**config.mk**
```make
export PLATFORM = sky130hd
export DESIGN_NAME = filter_bank_buffer
export DESIGN_NICKNAME = d
export VERILOG_FILES = /design/src/rtl/filter_bank_pkg.sv /design/src/rtl/filter_bank_mem.sv /design/src/rtl/filter_bank_buffer.sv
export SDC_FILE = /design/constraint.sdc
export NUM_CORES = 1
export LEC_CHECK = 0
export ABC_AREA = 1
export BUFFER_PORTS_ARGS = -buffer_cell sky130_fd_sc_hd__clkbuf_2
export CORE_MARGIN = 5
export CORE_UTILIZATION = 33
export DETAILED_ROUTE_END_ITERATION = 10
export GPL_ROUTABILITY_DRIVEN = 0
export PLACE_DENSITY = 0.44
export SYNTH_ARGS = -nofsm -noshare
export SYNTH_HDL_FRONTEND = slang
export SYNTH_SLANG_ARGS = --single-unit
```
**constraint.sdc**
```tcl
create_clock -name clk -period 7.3 [get_ports clk]
set_input_delay 1.095 -clock clk [delete_from_list [all_inputs] [get_ports clk]]
set_output_delay 1.095 -clock clk [all_outputs]
set_load 0.03 [all_outputs]
```
**src/rtl/filter_bank_pkg.sv**
```systemverilog
// Shared types and helpers for the multi-filter weight scratchpad.
package filter_bank_pkg;

  // Load sequencer states.
  typedef enum logic [0:0] {
    IDLE = 1'b0,
    LOAD = 1'b1
  } load_state_t;

  // Width of a filter-slot index; a single slot still needs one bit.
  function automatic int fb_fw(input int n);
    if (n > 1) begin
      return $clog2(n);
    end else begin
      return 1;
    end
  endfunction

  localparam int FB_DEFAULT_FILTERS = 4;
  localparam int FB_DEFAULT_FW      = fb_fw(FB_DEFAULT_FILTERS);

endpackage

```
**src/rtl/filter_bank_mem.sv**
```systemverilog
// Simple dual-port 1R1W synchronous RAM backing all filter slots.
// The array itself is never reset; only the read register is.
module filter_bank_mem
  import filter_bank_pkg::*;
#(
  parameter int WIDTH   = 16,
  parameter int ENTRIES = 48,
  parameter int BYPASS  = 0,
  localparam int MAW    = (ENTRIES > 1) ? $clog2(ENTRIES) : 1
) (
  input  logic             clk,
  input  logic             rst_n,
  input  logic             we,
  input  logic [MAW-1:0]   waddr,
  input  logic [WIDTH-1:0] wdata,
  input  logic             re,
  input  logic             rclr,
  input  logic [MAW-1:0]   raddr,
  output logic [WIDTH-1:0] rdata
);

  logic [WIDTH-1:0] mem_r [ENTRIES];
  logic [WIDTH-1:0] rdata_r;

  // Array write port.
  always_ff @(posedge clk) begin
    if (we) begin
      mem_r[waddr] <= wdata;
    end
  end

  // Read register: zero on request, forwarded write data on a bypassed
  // collision, otherwise the stored (pre-write) word.
  always_ff @(posedge clk or negedge rst_n) begin
    if (!rst_n) begin
      rdata_r <= '0;
    end else if (re) begin
      if (rclr) begin
        rdata_r <= '0;
      end else if ((BYPASS != 0) && we && (waddr == raddr)) begin
        rdata_r <= wdata;
      end else begin
        rdata_r <= mem_r[raddr];
      end
    end
  end

  assign rdata = rdata_r;

endmodule

```
**src/rtl/filter_bank_buffer.sv**
```systemverilog
// Multi-filter weight scratchpad: streamed per-slot loader, per-slot
// readiness flags and a one-cycle-latency random-access read port.
module filter_bank_buffer
  import filter_bank_pkg::*;
#(
  parameter int WIDTH       = 16,
  parameter int DEPTH       = 12,
  parameter int NUM_FILTERS = 4,
  parameter int BYPASS      = 0,
  localparam int AW         = $clog2(DEPTH),
  localparam int FW         = fb_fw(NUM_FILTERS)
) (
  input  logic                   clk,
  input  logic                   rst_n,
  input  logic                   load_start,
  input  logic [FW-1:0]          load_filter,
  input  logic                   wr_valid,
  input  logic [WIDTH-1:0]       wr_data,
  output logic                   wr_ready,
  output logic                   load_done,
  input  logic                   rd_en,
  input  logic [FW-1:0]          rd_filter,
  input  logic [AW-1:0]          rd_addr,
  output logic [WIDTH-1:0]       rd_data,
  output logic                   rd_valid,
  output logic                   rd_miss,
  input  logic                   inv_en,
  input  logic [FW-1:0]          inv_filter,
  output logic [NUM_FILTERS-1:0] filter_ready
);

  localparam int ENTRIES = NUM_FILTERS * DEPTH;
  localparam int MAW     = $clog2(ENTRIES);

  // Widened constants so range checks stay meaningful at power-of-two sizes.
  localparam logic [AW-1:0] LAST_ROW = AW'(DEPTH - 1);
  localparam logic [AW:0]   DEPTH_X  = (AW + 1)'(DEPTH);
  localparam logic [FW:0]   NF_X     = (FW + 1)'(NUM_FILTERS);

  load_state_t            state_r;
  logic [FW-1:0]          slot_r;
  logic [AW-1:0]          row_r;
  logic                   wr_ready_r;
  logic                   load_done_r;
  logic [NUM_FILTERS-1:0] ready_r;
  logic                   rd_valid_r;
  logic                   rd_miss_r;

  logic                   start_ok_s;
  logic                   inv_slot_s;
  logic                   accept_s;
  logic                   last_s;
  logic                   mem_we_s;
  logic                   complete_s;
  logic [MAW-1:0]         wr_addr_s;
  logic                   rd_oor_s;
  logic                   rd_ready_s;
  logic                   rd_miss_s;
  logic [MAW-1:0]         rd_addr_flat_s;

  assign start_ok_s = load_start && ({1'b0, load_filter} < NF_X);
  assign inv_slot_s = inv_en && (state_r == LOAD) && (inv_filter == slot_r);
  assign accept_s   = wr_valid && wr_ready_r;
  assign last_s     = (row_r == LAST_ROW);
  // An abort drops a mid-load beat, but the final beat still lands.
  assign mem_we_s   = accept_s && (!inv_slot_s || last_s);
  assign complete_s = accept_s && last_s && !inv_slot_s;
  assign wr_addr_s  = MAW'(slot_r) * MAW'(DEPTH) + MAW'(row_r);

  // Read-side range check, readiness lookup and flat address.
  always_comb begin
    rd_oor_s       = ({1'b0, rd_filter} >= NF_X) || ({1'b0, rd_addr} >= DEPTH_X);
    rd_ready_s     = 1'b0;
    for (int i = 0; i < NUM_FILTERS; i++) begin
      if (rd_filter == FW'(i)) begin
        rd_ready_s = ready_r[i];
      end else begin
        rd_ready_s = rd_ready_s;
      end
    end
    rd_miss_s = rd_oor_s || !rd_ready_s;
    if (rd_oor_s) begin
      rd_addr_flat_s = '0;
    end else begin
      rd_addr_flat_s = MAW'(rd_filter) * MAW'(DEPTH) + MAW'(rd_addr);
    end
  end

  // Load sequencer: slot latch, row counter, wr_ready and load_done.
  always_ff @(posedge clk or negedge rst_n) begin
    if (!rst_n) begin
      state_r     <= IDLE;
      slot_r      <= '0;
      row_r       <= '0;
      wr_ready_r  <= 1'b0;
      load_done_r <= 1'b0;
    end else begin
      load_done_r <= 1'b0;
      case (state_r)
        IDLE: begin
          if (start_ok_s) begin
            slot_r     <= load_filter;
            row_r      <= '0;
            state_r    <= LOAD;
            wr_ready_r <= 1'b1;
          end
        end
        LOAD: begin
          if (inv_slot_s) begin
            state_r    <= IDLE;
            wr_ready_r <= 1'b0;
          end else if (accept_s) begin
            row_r <= row_r + AW'(1);
            if (last_s) begin
              state_r     <= IDLE;
              wr_ready_r  <= 1'b0;
              load_done_r <= 1'b1;
            end
          end
        end
        default: begin
          state_r    <= IDLE;
          wr_ready_r <= 1'b0;
        end
      endcase
    end
  end

  // Per-slot readiness: invalidate beats a new load, which beats completion.
  always_ff @(posedge clk or negedge rst_n) begin
    if (!rst_n) begin
      ready_r <= '0;
    end else begin
      for (int i = 0; i < NUM_FILTERS; i++) begin
        if (inv_en && (inv_filter == FW'(i))) begin
          ready_r[i] <= 1'b0;
        end else if ((state_r == IDLE) && start_ok_s && (load_filter == FW'(i))) begin
          ready_r[i] <= 1'b0;
        end else if (complete_s && (slot_r == FW'(i))) begin
          ready_r[i] <= 1'b1;
        end
      end
    end
  end

  // Read status pipeline alongside the RAM output register.
  always_ff @(posedge clk or negedge rst_n) begin
    if (!rst_n) begin
      rd_valid_r <= 1'b0;
      rd_miss_r  <= 1'b0;
    end else begin
      rd_valid_r <= rd_en;
      rd_miss_r  <= rd_en && rd_miss_s;
    end
  end

  filter_bank_mem #(
    .WIDTH   (WIDTH),
    .ENTRIES (ENTRIES),
    .BYPASS  (BYPASS)
  ) u_mem (
    .clk   (clk),
    .rst_n (rst_n),
    .we    (mem_we_s),
    .waddr (wr_addr_s),
    .wdata (wr_data),
    .re    (rd_en),
    .rclr  (rd_oor_s),
    .raddr (rd_addr_flat_s),
    .rdata (rd_data)
  );

  assign wr_ready     = wr_ready_r;
  assign load_done    = load_done_r;
  assign rd_valid     = rd_valid_r;
  assign rd_miss      = rd_miss_r;
  assign filter_ready = ready_r;

endmodule

```
=== Word level (Yosys, flattened, before mapping) ===
Memory sizes are Yosys's and may differ from the RTL's.
Cells that the tools add are included.

* Reduce and logical (&&, ||, !) cells: 35
* Add/subtract/negate cells: 3
* Eq/ne operators: 19
* Multipliers: 2
* Bitwise operators: 1
* Multiplexer cells: 38
* $lt $le $gt $ge: 1

{| class="wikitable"
|+ Operators by type and width
! kind !! number
|-
| $mux 1 || 30
|-
| $logic_and 1x1->1 || 20
|-
| $eq 2x2->1 const B || 8
|-
| $mux 16 || 1
|-
| $add 6x4->6 || 2
|-
| $mux 4 || 3
|-
| $reduce_bool 3->1 || 4
|-
| $eq 2x1->1 const B || 4
|-
| $logic_not 2->1 || 4
|-
| $mul 2x2->4 const B || 2
|-
| $pmux 4 s2 || 1
|-
| $mux 6 || 1
|-
| $ne 3x1->1 const B || 2
|-
| $reduce_and 3->1 || 2
|-
| $add 4x1->4 const B || 1
|-
| $eq 4x4->1 const B || 1
|-
| $ge 4x4->1 const B || 1
|-
| $ne 2x2->1 const B || 2
|-
| $pmux 1 s2 || 2
|-
| $eq 2x2->1 || 1
|-
| $logic_not 1->1 || 2
|-
| $logic_or 1x1->1 || 2
|-
| $ne 2x1->1 const B || 1
|-
| $reduce_and 2->1 || 1
|-
| $not 1->1 || 1
|}

* RAM bits: 768
* Logic and storage cells: 112
* Flip-flop bits (word level): 31
* Memories: 1
* Input port bits: 32

{| class="wikitable"
|+ Memories
! memory !! depth !! width !! read ports !! clocked after Yosys merged registers in !! write ports !! line !! RTL
|-
| u_mem.mem_r || 48 || 16 || 1 || 0 || 1 || filter_bank_mem.sv:22 || <nowiki>logic [WIDTH-1:0] mem_r [ENTRIES];</nowiki>
|}

=== Logic depth before layout (Yosys ltp) ===
* Word-level depth: 8
* Mapped depth: 13

=== Cells and area by module ===
From an unflattened synthesis, not the netlist that was laid out.

* Cells, all modules: 3,181
* Area, all modules: 34,166.5 µm²

{| class="wikitable"
|+ Modules (own cells, without submodules)
! module !! instances !! seq. area each (µm²) !! cells each !! area an instance (µm²)
|-
| filter_bank_mem || 1 || 23,462.5 || 3,044 || 33,000.4
|-
| filter_bank_buffer || 1 || 375.4 || 137 || 1,166.1
|}

=== Worst setup path before layout ===
No wires, ideal clock.

* Path type: in2reg
* Start: input port inv_filter[1]
* End: memory u_mem.mem_r[0][0] (enable)
* Setup time: 0.388 ns
* Arrival time: 2.669 ns
* Buffers on the path: 0
* Setup slack: 4.242 ns
* Cell stages on the path: 8
* Cells stage by stage: inv_1 -> o21ai_0 -> nor2_1 -> nand4_1 -> a21oi_1 -> nor2_1 -> nand2_1 -> nor2_1

* Longest elaborated chain between the ends: 7

{| class="wikitable"
|+ Ends and longest elaborated chain
! element !! line !! RTL
|-
| start, declared || filter_bank_buffer.sv:28 || <nowiki>input logic [FW-1:0] inv_filter,</nowiki>
|-
| $eq 2x2->1 || filter_bank_buffer.sv:62 || <nowiki>assign inv_slot_s = inv_en && (state_r == LOAD) && (inv_filter == slot_r);</nowiki>
|-
| $logic_and 1x1->1 || filter_bank_buffer.sv:62 ||
|-
| $logic_not 1->1 || filter_bank_buffer.sv:66 || <nowiki>assign mem_we_s = accept_s && (!inv_slot_s || last_s);</nowiki>
|-
| $logic_or 1x1->1 || filter_bank_buffer.sv:66 ||
|-
| $logic_and 1x1->1 || filter_bank_buffer.sv:66 ||
|-
| $mux 1 || filter_bank_mem.sv:27 || <nowiki>if (we) begin</nowiki>
|-
| $mux 1 (implied by the code) || filter_bank_mem.sv:28 || <nowiki>mem_r[waddr] <= wdata;</nowiki>
|-
| end, declared || filter_bank_mem.sv:22 ||
|}

Every way passes these cells.

=== Worst setup path in the final report ===
* Start: input port rd_addr[3]
* End: register u_mem.rdata_r[7], in the netlist u_mem.rdata[7]

* Longest elaborated chain between the ends: 4
* Elaborated cells on any way between the ends: 5

{| class="wikitable"
|+ Ends and longest elaborated chain
! element !! line !! RTL
|-
| start, declared || filter_bank_buffer.sv:23 || <nowiki>input logic [AW-1:0] rd_addr,</nowiki>
|-
| $add 6x4->6 / $ge 4x4->1 (equally long branches) || filter_bank_buffer.sv:85, filter_bank_buffer.sv:72 ||
|-
| $mux 6 || filter_bank_buffer.sv:82 || <nowiki>if (rd_oor_s) begin</nowiki>
|-
| $mem_v2 48x16 || - ||
|-
| $mux 16 (*) || filter_bank_mem.sv:38 || <nowiki>if (rclr) begin</nowiki>
|-
| end signal, assigned || filter_bank_mem.sv:41 || <nowiki>rdata_r <= wdata;</nowiki>
|-
| end signal, assigned || filter_bank_mem.sv:43 || <nowiki>rdata_r <= mem_r[raddr];</nowiki>
|-
| end, declared || filter_bank_mem.sv:23 || <nowiki>logic [WIDTH-1:0] rdata_r;</nowiki>
|}

Mark *: on every way between the ends. The rest lies on a longest branch, timed or not.
A chain may end at the register's enable or synchronous reset.

==> impl_table.tex <==
\begin{tabular}{lr}
\hline
Metric & Value \\
\hline
\multicolumn{2}{l}{\textbf{Place}} \\
\quad HPWL after DPL & 58900 µm \\
\quad Input/output buffers & 55 \\
\quad Instance count after placement with tap cells included & 4158 \\
\multicolumn{2}{l}{\textbf{Critical path}} \\
\quad Critical R2R Capture & u\_mem.mem\_r[21][10] \\
\quad Crit Path Max Fanout & 113 \\
\quad Reg2Reg Launch Point & slot\_r[0] \\
\quad Critical path class & primary input to flip-flop \\
\quad Worst Reg-to-Reg Cells & 10 \\
\quad Register-to-register setup slack & 3.36 ns \\
\quad Worst EP required & 7.88 ns \\
\quad Crit path from & rd\_addr[3] \\
\quad CP endpoint kind & flip-flop \\
\quad Worst setup SP type & primary input \\
\quad Data arrival time at the worst-slack endpoint & 4.61 ns \\
\multicolumn{2}{l}{\textbf{Finish}} \\
\quad Area used by sequential logic in the layout & 23800 µm² \\
\quad Final std cells w/o fill & 4320 \\
\quad Layout cells sized above 1 & 8.94\% \\
\quad Syn-to-layout area delta & 13.6\% \\
\quad Post-layout net count & 3000 \\
\quad Area occupied by multi-input gates & 8190 µm² \\
\quad Fill cell instance count of the final layout & 9758 \\
\multicolumn{2}{l}{\textbf{Global routing}} \\
\quad Via count of the first global-routing pass & 21.7k \\
\quad First-pass GRT wire length & 154000 µm \\
\quad Pin count of the biggest net entering global routing & 165 \\
\quad Total routing usage reported by global routing & 19.3\% \\
\quad Aggregate global routing overflow & 0 \\
\quad Number of antenna violations at the first check in global routing & 1 \\
\multicolumn{2}{l}{\textbf{Clocking}} \\
\quad Number of resized instances in the post-cts repair step & 0 \\
\quad Number of levels in the clock H-tree & 3 \\
\quad TritonCTS Sinks & 799 \\
\quad CTS clk-pin slew, worst paths & 0.06 ns \\
\quad Number of buffers on the longest clock path & 3 \\
\quad Setup Fix Bufs, Post-CTS & 0 \\
\quad Clock root buffer & sky130\_fd\_sc\_hd\_\_clkbuf\_16 \\
\quad CTS tree & done \\
\quad Clock insertion delay at the later pin of the skew report & 0.64 ns \\
\quad Number of hold-repair buffers added at the cts stage & 0 \\
\quad Number of buffers created by CTS & 89 \\
\multicolumn{2}{l}{\textbf{Floorplanning}} \\
\quad Floorplan core area & 100000 µm² \\
\quad Overall die height & 328 µm \\
\quad Number of standard-cell rows in the floorplan & 116 \\
\quad X dimension of the die & 328 µm \\
\quad Overall die area & 107000 µm² \\
\quad I/O pins & 56 \\
\quad Effective utilization at floorplan & 33.3\% \\
\multicolumn{2}{l}{\textbf{Timing}} \\
\quad Total count of hold-check failures in the final report & 0 \\
\quad Post-layout minimum cycle time & 4.03 ns \\
\quad Worst Tran Pin Value & 1.22 ns \\
\quad Setup repair after global routing missed its margin & false \\
\quad Fin Setup TNS & 0 ns \\
\quad Slew headroom & 18.2\% \\
\quad Share of the cycle needed by the critical path after routing & 55.1\% \\
\quad Final slew viol count & 0 \\
\quad Maximum clock frequency & 248 MHz \\
\quad Final Setup Violations & 0 \\
\quad Skew final & 0.0259 ns \\
\multicolumn{2}{l}{\textbf{Logic synthesis}} \\
\quad Post-synthesis sequential element count & 799 \\
\quad Most common cell in the synthesized netlist & sky130\_fd\_sc\_hd\_\_nand3\_1 \\
\quad Average cell area after synthesis & 11.5 µm² \\
\quad Total number of yosys warnings & 0 \\
\quad Number of unique standard cell types used by synthesis & 31 \\
\quad Share of the synthesized area in the top cell type & 69.2\% \\
\quad Post-synth EDFFs & 768 \\
\quad Leading cell types by total area after synthesis & sky130\_fd\_sc\_hd\_\_edfxtp\_1 (69\%), sky130\_fd\_sc\_hd\_\_nand3\_1 (13\%), sky130\_fd\_sc\_hd\_\_nand2\_1 (8.6\%), sky130\_fd\_sc\_hd\_\_dfrtp\_1 (2.3\%), sky130\_fd\_sc\_hd\_\_buf\_2 (1.7\%) \\
\quad Number of instances in the synthesized netlist & 2905 \\
\quad Most used standard cells in the synthesized netlist & sky130\_fd\_sc\_hd\_\_nand3\_1 (850), sky130\_fd\_sc\_hd\_\_edfxtp\_1 (768), sky130\_fd\_sc\_hd\_\_nand2\_1 (764) \\
\quad Sequential-to-total area share from yosys stat & 71.5\% \\
\quad Synth area leader & sky130\_fd\_sc\_hd\_\_edfxtp\_1 \\
\quad Synth Net Count & 2954 \\
\quad Cell area after technology mapping & 33300 µm² \\
\quad Primary FF master, synth & sky130\_fd\_sc\_hd\_\_edfxtp\_1 \\
\quad Share of synthesized registers carrying an async set or reset & 3.88\% \\
\multicolumn{2}{l}{\textbf{Detailed routing}} \\
\quad Vias per cell & 5.19 \\
\quad Post-detailed-route DRC marker count & 0 \\
\quad Total Routed Length & 105000 µm \\
\quad Number of iterations in the first detailed-routing pass & 7 \\
\quad Initial detailed-routing violation count & 2070 \\
\quad Number of nets still failing antenna checks after routing & 0 \\
\quad Vias & 22.4k \\
\quad Post-DR wirelength/cell & 24.4 µm \\
\multicolumn{2}{l}{\textbf{Run status}} \\
\quad Outcome & complete, no violations \\
\multicolumn{2}{l}{\textbf{Pwr}} \\
\quad Leakage power summed over all cells & 14.1 nW \\
\quad VDD IR max & 0.000167 V \\
\quad Ratio of total power to cell area & 289 nW/µm² \\
\multicolumn{2}{l}{\textbf{Hold path}} \\
\quad Hold WC Path Type & flip-flop to flip-flop \\
\quad Worst hold start & u\_mem.rdata[7] \\
\quad Number of cells traversed by the worst hold path & 2 \\
\quad Endpoint with the worst hold slack & u\_mem.rdata[7] \\
\multicolumn{2}{l}{\textbf{Run}} \\
\quad Count of max-cap constraint violations & 0 \\
\hline
\end{tabular}
-- cell usage in the layout (no fill, tap or decap), types with 11 or more instances in the layout --
| cell | count |
|---|---|
| sky130_fd_sc_hd__clkinv_2 | 13 |
| sky130_fd_sc_hd__clkinv_1 | 20 |
| sky130_fd_sc_hd__o21ai_0 | 11 |
| sky130_fd_sc_hd__clkbuf_16 | 93 |
| sky130_fd_sc_hd__nor2_1 | 124 |
| sky130_fd_sc_hd__clkbuf_2 | 54 |
| sky130_fd_sc_hd__dfrtp_1 | 31 |
| sky130_fd_sc_hd__nand3_1 | 850 |
| sky130_fd_sc_hd__ha_1 | 15 |
| sky130_fd_sc_hd__buf_4 | 77 |
| sky130_fd_sc_hd__edfxtp_1 | 768 |
| sky130_fd_sc_hd__nand2_1 | 762 |
| sky130_fd_sc_hd__clkbuf_1 | 24 |
| sky130_fd_sc_hd__a21oi_1 | 26 |
| sky130_fd_sc_hd__inv_1 | 108 |
-- kinds of logic after synthesis --
kind of cell	after synthesis	synth area share [%]
AND/OR/NAND/NOR	1749	23.1
flip-flops	799	71.5
buffers and inverters	298	4.04
AO/OA/AOI/OAI	39	0.601
adder cells (fa/ha/maj)	17	0.683
XOR/XNOR	3	0.0788
-- flip-flops by register name (all words and copies together), names as in the netlist --
signal        flops
slot_r            2
u_mem.rdata      16
load_done         1
rd_valid          1
state_r           1
rd_miss           1
wr_ready          1
u_mem.mem_r     768
row_r             4
filter_ready      4
-- through the flow --
step / setup slack [ns] / total power [W] / utilization [%] / area [µm²] / hold slack, ns
3_3_place_gp: 2.81 / 0.00672 / 35.0 / 35100 / 0.480
2_1_floorplan: 4.24 / 0.00609 / - / 33300 / 0.530
5_1_grt: 2.97 / 0.0114 / 37.8 / 37900 / 0.508
6_report: 3.27 / 0.0109 / 37.8 / 37900 / 0.489
4_1_cts: 3.28 / 0.0110 / 37.8 / 37900 / 0.494
3_5_place_dp: 2.78 / 0.00673 / 35.0 / 35100 / 0.479
-- worst max-delay path by stage --
stage                                      to  slack, ns  cells after the start
after global routing       u_mem.mem_r[21][2]       2.97                     10
after CTS                 u_mem.mem_r[21][10]       3.28                     10
after global placement         u_mem.rdata[7]       2.81                     12
final                          u_mem.rdata[7]       3.27                     12
after floorplan             u_mem.mem_r[0][0]       4.24                      8
after detailed placement       u_mem.rdata[7]       2.78                     12
-- per-layer routing --
layer	part of all wire, %	track usage (%)	vias up
li1	-	-	10303
met5	0	0	-
met1	46	27.7	11330
met4	1.7	4.32	0
met2	46	30.4	680
met3	6.8	3.92	103
-- layout make-up --
type	instances	share of cell area [%]
Timing Repair Buffer	139	2.65
Clock buffer	121	6.53
Multi-Input combinational cell	1808	21.6
Clock inverter	40	0.764
Antenna cell	1	0.00661
Sequential cell	799	63.0
Tap cell	1298	4.29
Inverter	114	1.15
-- critical path: stages --
cell,delay [ns]
sky130_fd_sc_hd__clkbuf_2,0.18
sky130_fd_sc_hd__nand2_8,0.31
sky130_fd_sc_hd__nand2_8,0.63
sky130_fd_sc_hd__buf_4,0.61
sky130_fd_sc_hd__nand2_1,0.10
sky130_fd_sc_hd__nand2_1,0.09
sky130_fd_sc_hd__nand3_1,0.13
sky130_fd_sc_hd__nand3_1,0.19
sky130_fd_sc_hd__nand3_1,0.37
sky130_fd_sc_hd__nand3_1,0.33
sky130_fd_sc_hd__nand2_1,0.10
sky130_fd_sc_hd__nand2_1,0.06
-- power by group --
group	total [W]	switching (W)	internal, W
clock network	0.00430	0.00180	0.00250
registers	0.00526	0.0000768	0.00518
logic	0.00137	0.00106	0.000306
total	0.0109	0.00294	0.00799
No activity file was read; power rests on OpenSTA's default activity.
